`src/rtl/seven_seg_mux.sv`:
```
// -----------------------------------------------------------------------------
// seven_seg_mux
//   Time-multiplexed driver for an NDIG-digit common-segment seven-segment
//   display. Each enabled digit gets one slot of CLK_DIV cycles. The first
//   BLANK cycles of every slot are dark, which suppresses ghosting while the
//   digit drivers switch over. Disabled digits are skipped. A one-cycle tick
//   marks each wrap back to the lowest enabled digit.
//
// Parameters
//   NDIG     number of digits (2..8)
//   CLK_DIV  clock cycles per digit slot (> BLANK)
//   CBITS    slot counter width, 2**CBITS > CLK_DIV
//   BLANK    dark cycles at the start of each slot (0 allowed)
//
// Ports
//   clk         clock, rising edge
//   rst         asynchronous active-high reset
//   seg_in      segment patterns, digit k = seg_in[7k+6:7k]
//   dig_en      per-digit enable, sampled only at slot boundaries
//   hold        freezes counter, index and outputs
//   segment     registered segment drive, active-high
//   digit_sel   registered one-hot digit drive, all-zero while dark
//   frame_tick  registered one-cycle pulse on wrap to the lowest enabled digit
// -----------------------------------------------------------------------------
module seven_seg_mux #(
    parameter int NDIG    = 4,
    parameter int CLK_DIV = 160000,
    parameter int CBITS   = 18,
    parameter int BLANK   = 16
) (
    input  logic                clk,
    input  logic                rst,
    input  logic [7*NDIG-1:0]   seg_in,
    input  logic [NDIG-1:0]     dig_en,
    input  logic                hold,
    output logic [6:0]          segment,
    output logic [NDIG-1:0]     digit_sel,
    output logic                frame_tick
);

    localparam int               IBITS   = (NDIG > 1) ? $clog2(NDIG) : 1;
    localparam logic [CBITS-1:0] LAST_C  = CBITS'(CLK_DIV - 1);
    localparam logic [CBITS-1:0] BLANK_C = CBITS'(BLANK);
    localparam logic [IBITS-1:0] IDX_RST = IBITS'(NDIG - 1);

    logic [CBITS-1:0] cnt_q,  cnt_d;
    logic [IBITS-1:0] idx_q,  idx_d;
    logic             lit_q,  lit_d;   // current slot was entered with a digit enabled
    logic [6:0]       snap_q, snap_d;  // pattern captured for the current slot
    logic [6:0]       seg_q,  seg_d;
    logic [NDIG-1:0]  sel_q,  sel_d;
    logic             tick_q, tick_d;

    // Next-index search: lowest enabled index above idx_q, and lowest overall.
    logic             hi_found;
    logic [IBITS-1:0] hi_idx;
    logic [IBITS-1:0] lo_idx;

    always_comb begin
        hi_found = 1'b0;
        hi_idx   = '0;
        lo_idx   = '0;
        // Scanning downwards leaves the smallest qualifying index in place.
        for (int i = NDIG - 1; i >= 0; i--) begin
            if (dig_en[i]) begin
                lo_idx = IBITS'(i);
                if (i > int'(idx_q)) begin
                    hi_found = 1'b1;
                    hi_idx   = IBITS'(i);
                end
            end
        end
    end

    // Pattern of the digit that owns the slot after this edge.
    logic [6:0] cur_pat;

    always_comb begin
        cur_pat = seg_in[int'(idx_d) * 7 +: 7];
    end

    always_comb begin
        // NOTE: every signal gets a default before any branch, so no path can
        // leave one unassigned and infer a latch.
        cnt_d  = cnt_q;
        idx_d  = idx_q;
        lit_d  = lit_q;
        snap_d = snap_q;
        seg_d  = seg_q;
        sel_d  = sel_q;
        tick_d = 1'b0;

        if (!hold) begin
            if (cnt_q == LAST_C) begin
                // Advance edge: pick the next digit, or go dark if none enabled.
                cnt_d = '0;
                lit_d = |dig_en;
                if (|dig_en) begin
                    idx_d  = hi_found ? hi_idx : lo_idx;
                    tick_d = !hi_found;
                end
            end else begin
                cnt_d = cnt_q + 1'b1;
            end

            // Capture at the first lit cycle so later seg_in edits wait a slot.
            if (cnt_d == BLANK_C) begin
                snap_d = cur_pat;
            end

            if (lit_d && (cnt_d >= BLANK_C)) begin
                sel_d = NDIG'(1) << idx_d;
                seg_d = snap_d;
            end else begin
                sel_d = '0;
                seg_d = '0;
            end
        end
    end

    // NOTE: state is updated with non-blocking assignments so every register
    // samples the pre-edge values, independent of statement order.
    always_ff @(posedge clk or posedge rst) begin
        if (rst) begin
            // NOTE: every register has a reset value; the counter starts at its
            // last count so the first unheld edge is an advance edge.
            cnt_q  <= LAST_C;
            idx_q  <= IDX_RST;
            lit_q  <= 1'b0;
            snap_q <= '0;
            seg_q  <= '0;
            sel_q  <= '0;
            tick_q <= 1'b0;
        end else begin
            cnt_q  <= cnt_d;
            idx_q  <= idx_d;
            lit_q  <= lit_d;
            snap_q <= snap_d;
            seg_q  <= seg_d;
            sel_q  <= sel_d;
            tick_q <= tick_d;
        end
    end

    assign segment    = seg_q;
    assign digit_sel  = sel_q;
    assign frame_tick = tick_q;

endmodule

```
`config.mk`:
```
export PLATFORM = sky130hd
export DESIGN_NAME = seven_seg_mux
export DESIGN_NICKNAME = d
export VERILOG_FILES = /design/src/rtl/seven_seg_mux.sv
export SDC_FILE = /design/constraint.sdc
export NUM_CORES = 1
export LEC_CHECK = 0
export ABC_AREA = 1
export CAP_MARGIN = 20
export CORE_ASPECT_RATIO = 1.75
export CORE_MARGIN = 2
export CORE_UTILIZATION = 50
export DETAILED_ROUTE_END_ITERATION = 10
export PLACE_DENSITY = 0.76
export SYNTH_ARGS = -nofsm -noshare
export SYNTH_HDL_FRONTEND = slang
export SYNTH_SLANG_ARGS = --single-unit
export TNS_END_PERCENT = 20
```
`constraint.sdc`:
```
create_clock -name clk -period 3.6 [get_ports clk]
set_input_delay 0.54 -clock clk [delete_from_list [all_inputs] [get_ports clk]]
set_output_delay 0.54 -clock clk [all_outputs]
set_load 0.05 [all_outputs]
```
-- Word-level counts from Yosys, hierarchy flattened
Cells that the tools add are included.
- shift operators: 2
- multiply operators: 1
- add/subtract/negate cells: 1
- equal/unequal tests: 2
- order comparisons: 4
- reductions and logical operators: 3
- multiplexer cells: 31
- operators by type and width (operator ; count):
    $mux 18 ; 2
    $mux 2 ; 15
    $shiftx 28x6->7 ; 1
    $add 18x1->18 const B ; 1
    $eq 18x18->1 const B ; 1
    $eq 18x5->1 const B ; 1
    $ge 18x5->1 const B ; 1
    $mux 7 ; 2
    $mux 1 ; 11
    $mul 2x3->5 const B ; 1
    $gt 2x2->1 const A ; 2
    $mux 4 ; 1
    $reduce_or 4->1 ; 1
    $shl 1x2->4 const A ; 1
    $gt 1x2->1 const A ; 1
    $logic_and 1x1->1 ; 1
    $logic_not 1->1 ; 1
- flip-flop bits (word level): 40
- input port bits: 35
- word-level logic and storage cells: 51
- output and inout bits: 12

-- Logic depth before layout (Yosys ltp)
Gate-level depths: netlist of run 1.
- depth in word-level cells: 16
- gate-level depth with buffers: 16
- mapped depth without buffers: 16

-- Worst setup path before layout of run 1
Ideal clock, no wire load.
- path type: register to register
- from: register cnt_q[0]
- to: register snap_q[2]
- setup slack: 1.459 ns
- library setup time: 0.132 ns
- arrival: 2.009 ns
- buffers on the path: 1
- cell stages (with the launch flop): 16
- required time: 3.468 ns
- clock period less this slack: 2.141 ns
- path through: dfstp_2 > ha_1 > nand2_1 > nor2_4 > nand2_2 > clkinv_2 > nand2_2 > buf_6 > nand3_1 > nand3_2 > nor2_4 > inv_2 > nor2_8 > nand3_2 > nand2_1 > o21ai_1
- longest elaborated chain between the ends: 7
- elaborated cells between the ends (all ways): 11
- those cells by class: add/sub: 1; mul: 1; eq/ne: 2; shift: 1; mux: 6
- RTL lines (item ; line ; RTL):
    from (decl) ; 46 ; logic [CBITS-1:0] cnt_q, cnt_d;
    from (signal assigned) ; 135 ; cnt_q <= cnt_d;
    $eq 18x18->1 ; 94 ; if (cnt_q == LAST_C) begin
    $mux 2 ; 94 ;
    $mux 2 (2 in series) ; 93 ; if (!hold) begin
    $mul 2x3->5 ; 79 ; cur_pat = seg_in[int'(idx_d) * 7 +: 7];
    $shiftx 28x6->7 ; 79 ;
    $mux 7 * ; 107 ; if (cnt_d == BLANK_C) begin
    to (signal assigned) ; 138 ; snap_q <= snap_d;
    to (decl) ; 49 ; logic [6:0] snap_q, snap_d;
Mark *: on every way between the ends. The rest lies on a longest branch, timed or not. The select of a mux whose other input is x is not followed.
A chain may end at the register's enable or synchronous reset.

-- Worst setup path after layout of run 1
- from: register cnt_q[0]
- to: register snap_q[1]
The elaborated chain is that of the path after synthesis.

==> run summary, run 1 <==
via count = 2708
worst hold slack = 0.4879 ns
leak pwr = 0.001654 uW
Hold Path Class = flip-flop to flip-flop
wire per inst = 12.71 um
GRT Total Usage = 24.38%
post-route ant nets = 0
Critical Path AT = 2.78 ns
Area contributors post-synth = dfrtp_1 23%, nand2_1 16%, dfstp_2 13%
most frequent cell after synthesis = nand2_1
post-synthesis sequential area ratio = 35.61%
Yosys warnings = 0
Post-Syn Nets = 452
length of the first detailed-routing pass in iterations = 4
crit path cell chain = ha_1 > nand2_1 > nor2_4 > nand2_2 > clkinv_2 > nand3_2 > nand2_2 > nand3_2 > nand2_2 > nand2_1 > nand3_1 > nand3_2 > nand2_1 > o21ai_1
Setup violations, final = 0
peak supply drop = 0.2855 mV
clock slew at reported path FFs = 0.09 ns
placed insts = 529
Post-synth top cells = 121 x nand2_1, 65 x inv_1, 59 x nand3_1, 26 x dfrtp_1, 21 x o21ai_0
worst r2r dst = snap_q[1]
TNS Setup = 0 ns
die height = 104.1 um
final non-filler cell total = 537
CTS Hold Buffers Added = 0
area delta synth->final = 21.96%
postcts setup bufs = 0
end of the worst hold path = digit_sel[3]
Nets = 496
TritonCTS clock tree = yes
Mapped Area = 0.002860 sq mm
initial antenna violation count = 0
Routability Congestion = 0.9023
Worst setup EP type = flip-flop
RSZ-0062 raised after global routing = false
Avg Cell Area, Syn = 6.876 sq um
Crit path largest cell delay = 0.57 ns
slowest library cell on the worst path = dfstp_2
H-tree Lvls = 2
worst path required time = 3.79 ns
Resize count post-CTS = 0
final clock skew = 0.01026 ns
Final Hold Fails = 0
HPWL Detailed = 5.285 mm
initial core utilization = 51.63%
mux share of post-synthesis cell area = 0%
Top Ports = 47
CP top delay family = simple AND/OR/NAND/NOR gates
layout cells sized above 1 = 16.49%
global-route wire length before repair = 11.83 mm
Synth Area in XOR/XNOR = 0.6124%
r2r worst-path depth = 14
normalized max-slew margin = 63.58%
synth unique cells = 32
Async S/R FF share, synth = 100.0%
R2R setup slack = 1.01 ns
status = finished, final reports clean
Diodes inserted = 0
worst setup path category = flip-flop to flip-flop
Max-Cap Viols = 0
flops & latches, synth = 40
Clock Tree Buf Depth = 2
row count = 36
P per Cell Area = 450.4 mW/mm^2
synthesized-area fraction occupied by ao, oa, aoi and oai cells = 8.836%
type of origin of the critical path = flip-flop
Worst-Skew Late Latency = 0.31 ns
Max Slew Vio Count = 0
ys flop type = dfrtp_1
routed vias/inst = 5.043
root buffer cell = clkbuf_8
Inserted Clock Buffers = 5
DRT Wirelength = 6.827 mm
IO Port Bufs = 46
hold path start = digit_sel[3]
# DRC = 0
simple-gate area share of the yosys netlist = 42.61%
global route overflow = 0
initial drt markers = 124
Layout fillers = 516
Worst Tran Pin Value = 0.5446 ns
Die W = 61.18 um
largest net degree at the start of global routing = 41
Yosys top cell area share = 22.75%
area leader, netlist = dfrtp_1
fin crit share = 72.02%
Num Clock Sinks = 40
total power = 1571 uW
Syn Inst Count = 416
WHS Path Cells = 2
Post-synth EDFFs = 0
beginning of the worst register-to-register path = cnt_q[0]
maximum clock rate = 385.7 MHz
Adder-Cell Fraction of Synth Area = 0.4374%
Die ar. = 0.006366 sq mm
CP Max Fanout = 17
via count of the first global-routing pass = 2655
core footprint = 0.005540 sq mm
CP bufs+invs = 1
main combinational cell family by area after synthesis = simple AND/OR/NAND/NOR gates
Tmin final = 2.593 ns
==> routing by layer <==
layer  GRT usage, %  vias up  part of all wire (%)
li1               -     1388                     -
met1          25.83     1237                    38
met2          43.54       67                    56
met3          4.353       16                   3.1
met4          11.34        0                   3.4
met5              0        -                     0
==> power by group <==
| group | switching [uW] | internal [uW] | total, uW |
|---|---|---|---|
| combinational | 350 | 195 | 545 |
| clock | 169 | 223 | 392 |
| sequential | 76.3 | 558 | 634 |
==> through the flow <==
stage | util, % | area [sq um] | setup WS (ns)
2_1_floorplan | - | 2860 | 1.459
3_3_place_gp | 60.86 | 3372 | 0.9803
3_5_place_dp | 60.86 | 3372 | 0.9033
4_1_cts | 62.96 | 3488 | 0.9865
5_1_grt | 62.96 | 3488 | 0.6898
6_report | 62.96 | 3488 | 1.007
==> area by class of cell <==
cell class                      instances  area [sq um]  share of cell area (%)
Timing Repair Buffer                   49         478.0                   13.70
Tap cell                               76         95.09                   2.726
Multi-Input combinational cell        290          1501                   43.04
Clock inverter                          2         33.78                  0.9684
Clock buffer                            6         82.58                   2.367
Sequential cell                        40          1018                   29.20
Inverter                               74         279.0                   7.999
==> cells by family after synthesis <==
logic type / after synthesis
adders and majority gates: 1
xor gates and xnor gates: 2
buffers and inverters: 86
and+or+nand+nor: 244
AOI/OAI and AO/OA: 43
DFF: 40
==> layout by cell type, fill, tap and decap left out, types with 6 or more instances in the layout <==
cell type,netlist,layout
nand2_1,121,121
inv_1,65,65
nand3_1,59,59
clkdlybuf4s50_1,0,45
dfrtp_1,26,26
o21ai_0,21,21
nor2_1,20,20
nand3_2,14,14
dfstp_2,14,14
nor2_4,8,8
nand2_2,8,8
a21oi_2,7,7
o21ai_1,7,7
inv_2,6,6
clkbuf_8,0,6
==> tightest hold or removal path, delay by kind of cell, from the launching register on <==
family	cells	cell delay, ns
DFF	1	0.34
and+or+nand+nor	2	0.12
==> sequential cells by signal, indices dropped and copies added, names as in the netlist <==
name	cells
snap_q	7
frame_tick	1
idx_q	2
cnt_q	18
lit_q	1
segment	7
digit_sel	4
==> worst max-delay path by stage <==
stage,cells after the start,startpoint,to
after detailed placement,12,dig_en[1],snap_q[1]
after floorplan,15,cnt_q[0],snap_q[2]
final,14,cnt_q[0],snap_q[1]
after CTS,14,cnt_q[0],snap_q[1]
after global routing,14,cnt_q[0],segment[0]
after global placement,12,dig_en[1],segment[6]
No activity file was read; power rests on OpenSTA's default activity.
==> run 2, diff against run 1 <==
--- a/config.mk
+++ b/config.mk
@@ -9,9 +9,9 @@
 export CAP_MARGIN = 20
 export CORE_ASPECT_RATIO = 1.75
 export CORE_MARGIN = 2
-export CORE_UTILIZATION = 50
+export CORE_UTILIZATION = 49
 export DETAILED_ROUTE_END_ITERATION = 10
-export PLACE_DENSITY = 0.76
+export PLACE_DENSITY = 0.77
 export SYNTH_ARGS = -nofsm -noshare
 export SYNTH_HDL_FRONTEND = slang
 export SYNTH_SLANG_ARGS = --single-unit
==> constraint.sdc (replaced) <==
create_clock -name clk -period 2.25 [get_ports clk]
set_input_delay 0.3375 -clock clk [delete_from_list [all_inputs] [get_ports clk]]
set_output_delay 0.3375 -clock clk [all_outputs]
set_load 0.05 [all_outputs]
==> run 2 against run 1 <==
Net effect: sequential power rose by 62%; count of clock-buffer cells in the layout fell by 1; sequential share of layout area fell by 3.2 points; global-route usage rose by 1.6 points; design area rose by 12%; clock skew fell by 0.0055 ns; total power rose by 74%; via count rose by 7.5%; fmax rose by 13%; clock power rose by 53%; highest routed layer unchanged; non-clock buffer count rose by 31; the flow now finishes with violations (negative setup slack); die area rose by 1.9%.
==> run summary, run 2 (synthesis gave the netlist of run 1 again) <==
final core utilization = 70.23% (was 62.96%)
RSZ-0062 raised after global routing = true (was false)
via count = 2912 (was 2708)
type of origin of the critical path = flip-flop (unchanged)
maximum clock rate = 434.2 MHz (was 385.7 MHz)
layout cells sized above 1 = 26.57% (was 16.49%)
via count of the first global-routing pass = 2931 (was 2655)
Sw Pwr = 1065 uW (was 595.1 uW)
Crit path largest cell delay = 0.58 ns (was 0.57 ns)
final non-filler cell total = 569 (was 537)
Seq pwr share = 37.5% (was 40.3%)
Worst Tran Pin Value = 0.5377 ns (was 0.5446 ns)
P per Cell Area = 698.2 mW/mm^2 (was 450.4 mW/mm^2)
Num Clock Sinks = 40 (unchanged)
Clock Tree Buf Depth = 2 (unchanged)
clock slew at reported path FFs = 0.08 ns (was 0.09 ns)
slowest library cell on the worst path = dfstp_2 (unchanged)
hold path start = hold (was digit_sel[3])
crit path cell chain = ha_4 > nand2_4 > nor2_4 > nand2_2 > clkinv_4 > nand2_8 > nand3_1 > nand3_2 > nor2_4 > inv_2 > nor2_8 > nand3_2 > nand3_1 > nand2_1 (was ha_1 > nand2_1 > nor2_4 > nand2_2 > clkinv_2 > nand3_2 > nand2_2 > nand3_2 > nand2_2 > nand2_1 > nand3_1 > nand3_2 > nand2_1 > o21ai_1)
Worst-Skew Late Latency = 0.30 ns (was 0.31 ns)
Nets = 528 (was 496)
r2r worst-path depth = 14 (unchanged)
global-route wire length before repair = 12.66 mm (was 11.83 mm)
normalized max-slew margin = 64.04% (was 63.58%)
wire per inst = 13.56 um (was 12.71 um)
Tmin final = 2.303 ns (was 2.593 ns)
post-route ant nets = 0 (unchanged)
Switching Share = 38.87% (was 37.88%)
IO Port Bufs = 46 (unchanged)
area delta synth->final = 37.14% (was 21.96%)
most common cell after layout, fill and taps aside = nand2_1 (unchanged)
root buffer cell = clkbuf_8 (unchanged)
P_int = 1674 uW (was 976.0 uW)
TNS Setup = -0.2816 ns (was 0 ns)
Final Hold Fails = 0 (unchanged)
placed insts = 549 (was 529)
Max Slew Vio Count = 0 (unchanged)
GRT Total Usage = 26.02% (was 24.38%)
CP Max Fanout = 7 (was 17)
Inserted Clock Buffers = 5 (unchanged)
worst path required time = 2.44 ns (was 3.79 ns)
Critical Path AT = 2.50 ns (was 2.78 ns)
Comb pwr share = 40.6% (was 34.7%)
Hold Path Class = primary input to flip-flop (was flip-flop to flip-flop)
HPWL Detailed = 5.722 mm (was 5.285 mm)
Die ar. = 0.006489 sq mm (was 0.006366 sq mm)
critical path startpoint = cnt_q[1] (was cnt_q[0])
global route overflow = 0 (unchanged)
initial core utilization = 51.21% (was 51.63%)
WHS Path Cells = 3 (was 2)
beginning of the worst register-to-register path = cnt_q[1] (was cnt_q[0])
Max-Cap Viols = 0 (unchanged)
fin crit share = 102.4% (was 72.02%)
largest net degree at the start of global routing = 41 (unchanged)
# DRC = 0 (unchanged)
routed vias/inst = 5.118 (was 5.043)
total power = 2739 uW (was 1571 uW)
Largest Register = cnt_q (unchanged)
Top Ports = 47 (unchanged)
most frequent cells in the layout = 113 x nand2_1, 64 x inv_1, 54 x nand3_1 (was 121 x nand2_1, 65 x inv_1, 59 x nand3_1)
status = finished, violations left (was finished, final reports clean)
row count = 36 (unchanged)
length of the first detailed-routing pass in iterations = 4 (unchanged)
worst setup path category = flip-flop to flip-flop (unchanged)
max reg flops = 18 (unchanged)
DRT Wirelength = 7.718 mm (was 6.827 mm)
Diodes inserted = 0 (unchanged)
Setup violations, final = 13 (was 0)
Final Worst Setup Slack = -0.05299 ns (was 1.007 ns)
initial drt markers = 112 (was 124)
Die W = 61.76 um (was 61.18 um)
final clock skew = 0.004775 ns (was 0.01026 ns)
core footprint = 0.005585 sq mm (was 0.005540 sq mm)
initial antenna violation count = 0 (unchanged)
failing checks = negative setup slack
leak pwr = 0.001852 uW (was 0.001654 uW)
die height = 105.1 um (was 104.1 um)
H-tree Lvls = 2 (unchanged)
Clock Power Share = 21.9% (was 25.0%)
Worst setup EP type = flip-flop (unchanged)
TritonCTS clock tree = yes (unchanged)
peak supply drop = 0.3981 mV (was 0.2855 mV)
Routability Congestion = 0.8955 (was 0.9023)
## run 2: cell count changes in the layout (fill, tap and decap cells not counted), sizes merged
cell,delta
buf,+31
clkbuf,-1
clkinvlp,+1
nand2,+1
## run 2: routing by layer
| layer | share of wire, % | vias to the layer above | routed length, um | GRT usage [%] |
|---|---|---|---|---|
| li1 | - | 1450 | - | - |
| met1 | 33 | 1317 | 2579 | 25.45 |
| met2 | 58 | 112 | 4462 | 47.74 |
| met3 | 3.6 | 33 | 276 | 3.713 |
| met4 | 5.2 | 0 | 400 | 14.74 |
| met5 | 0 | - | 0 | 0 |
## run 2: worst paths after layout
path | slack (ns) | to
setup / recovery | -0.05 | segment[6]
hold / removal | 0.45 | cnt_q[14]
setup reg to reg | -0.05 | segment[6]
hold reg to reg | 0.48 | segment[6]
max in group asynchronous | 1.41 | idx_q[0]
min in group asynchronous | 0.46 | cnt_q[9]
## run 2: cell type report
type / count / area, sq um
Inverter: 74 / 285.3
Multi-Input combinational cell: 291 / 1683
Tap cell: 76 / 95.09
Clock inverter: 3 / 42.54
Clock buffer: 5 / 68.82
Fill cell: 471 / 1663
Sequential cell: 40 / 1018
Timing Repair Buffer: 80 / 729.5
## run 2: timing repair
item | in CTS | in global routing
hold buffers | 0 | 0
setup buffers | 4 | 7
gates cloned | 1 | 0
endpoints found under the hold margin | 0 | 0
gates resized for setup | 22 | 23
pin swaps | 19 | 15
endpoints found under the setup margin | 18 | 18
## run 2: metrics by stage
step | setup WS [ns] | hold slack [ns] | cell area [sq um]
after CTS | -0.03342 | 0.4326 | 3776
after global routing | -0.2100 | 0.4648 | 3923
after detailed placement | -0.1220 | 0.4652 | 3522
final | -0.05299 | 0.4533 | 3923
after global placement | -0.06730 | 0.4667 | 3522
after floorplan | 0.1094 | 0.4628 | 2860
## run 2: worst max-delay path: cells and delay by family (launching register included)
family                   cells  cell delay, ns
flip-flops                   1            0.58
AND/OR/NAND/NOR             11            1.27
adder cells (fa/ha/maj)      1            0.15
buffers and inverters        2            0.19
## run 2: power groups by stage
stage | Combinational (uW) | Sequential, uW | Clock (uW)
floorplan | 593 | 1060 | 0
global placement | 947 | 1010 | 0
detailed placement | 965 | 1020 | 0
CTS | 1030 | 1020 | 612
global route | 1220 | 1040 | 633
finish | 1110 | 1030 | 600
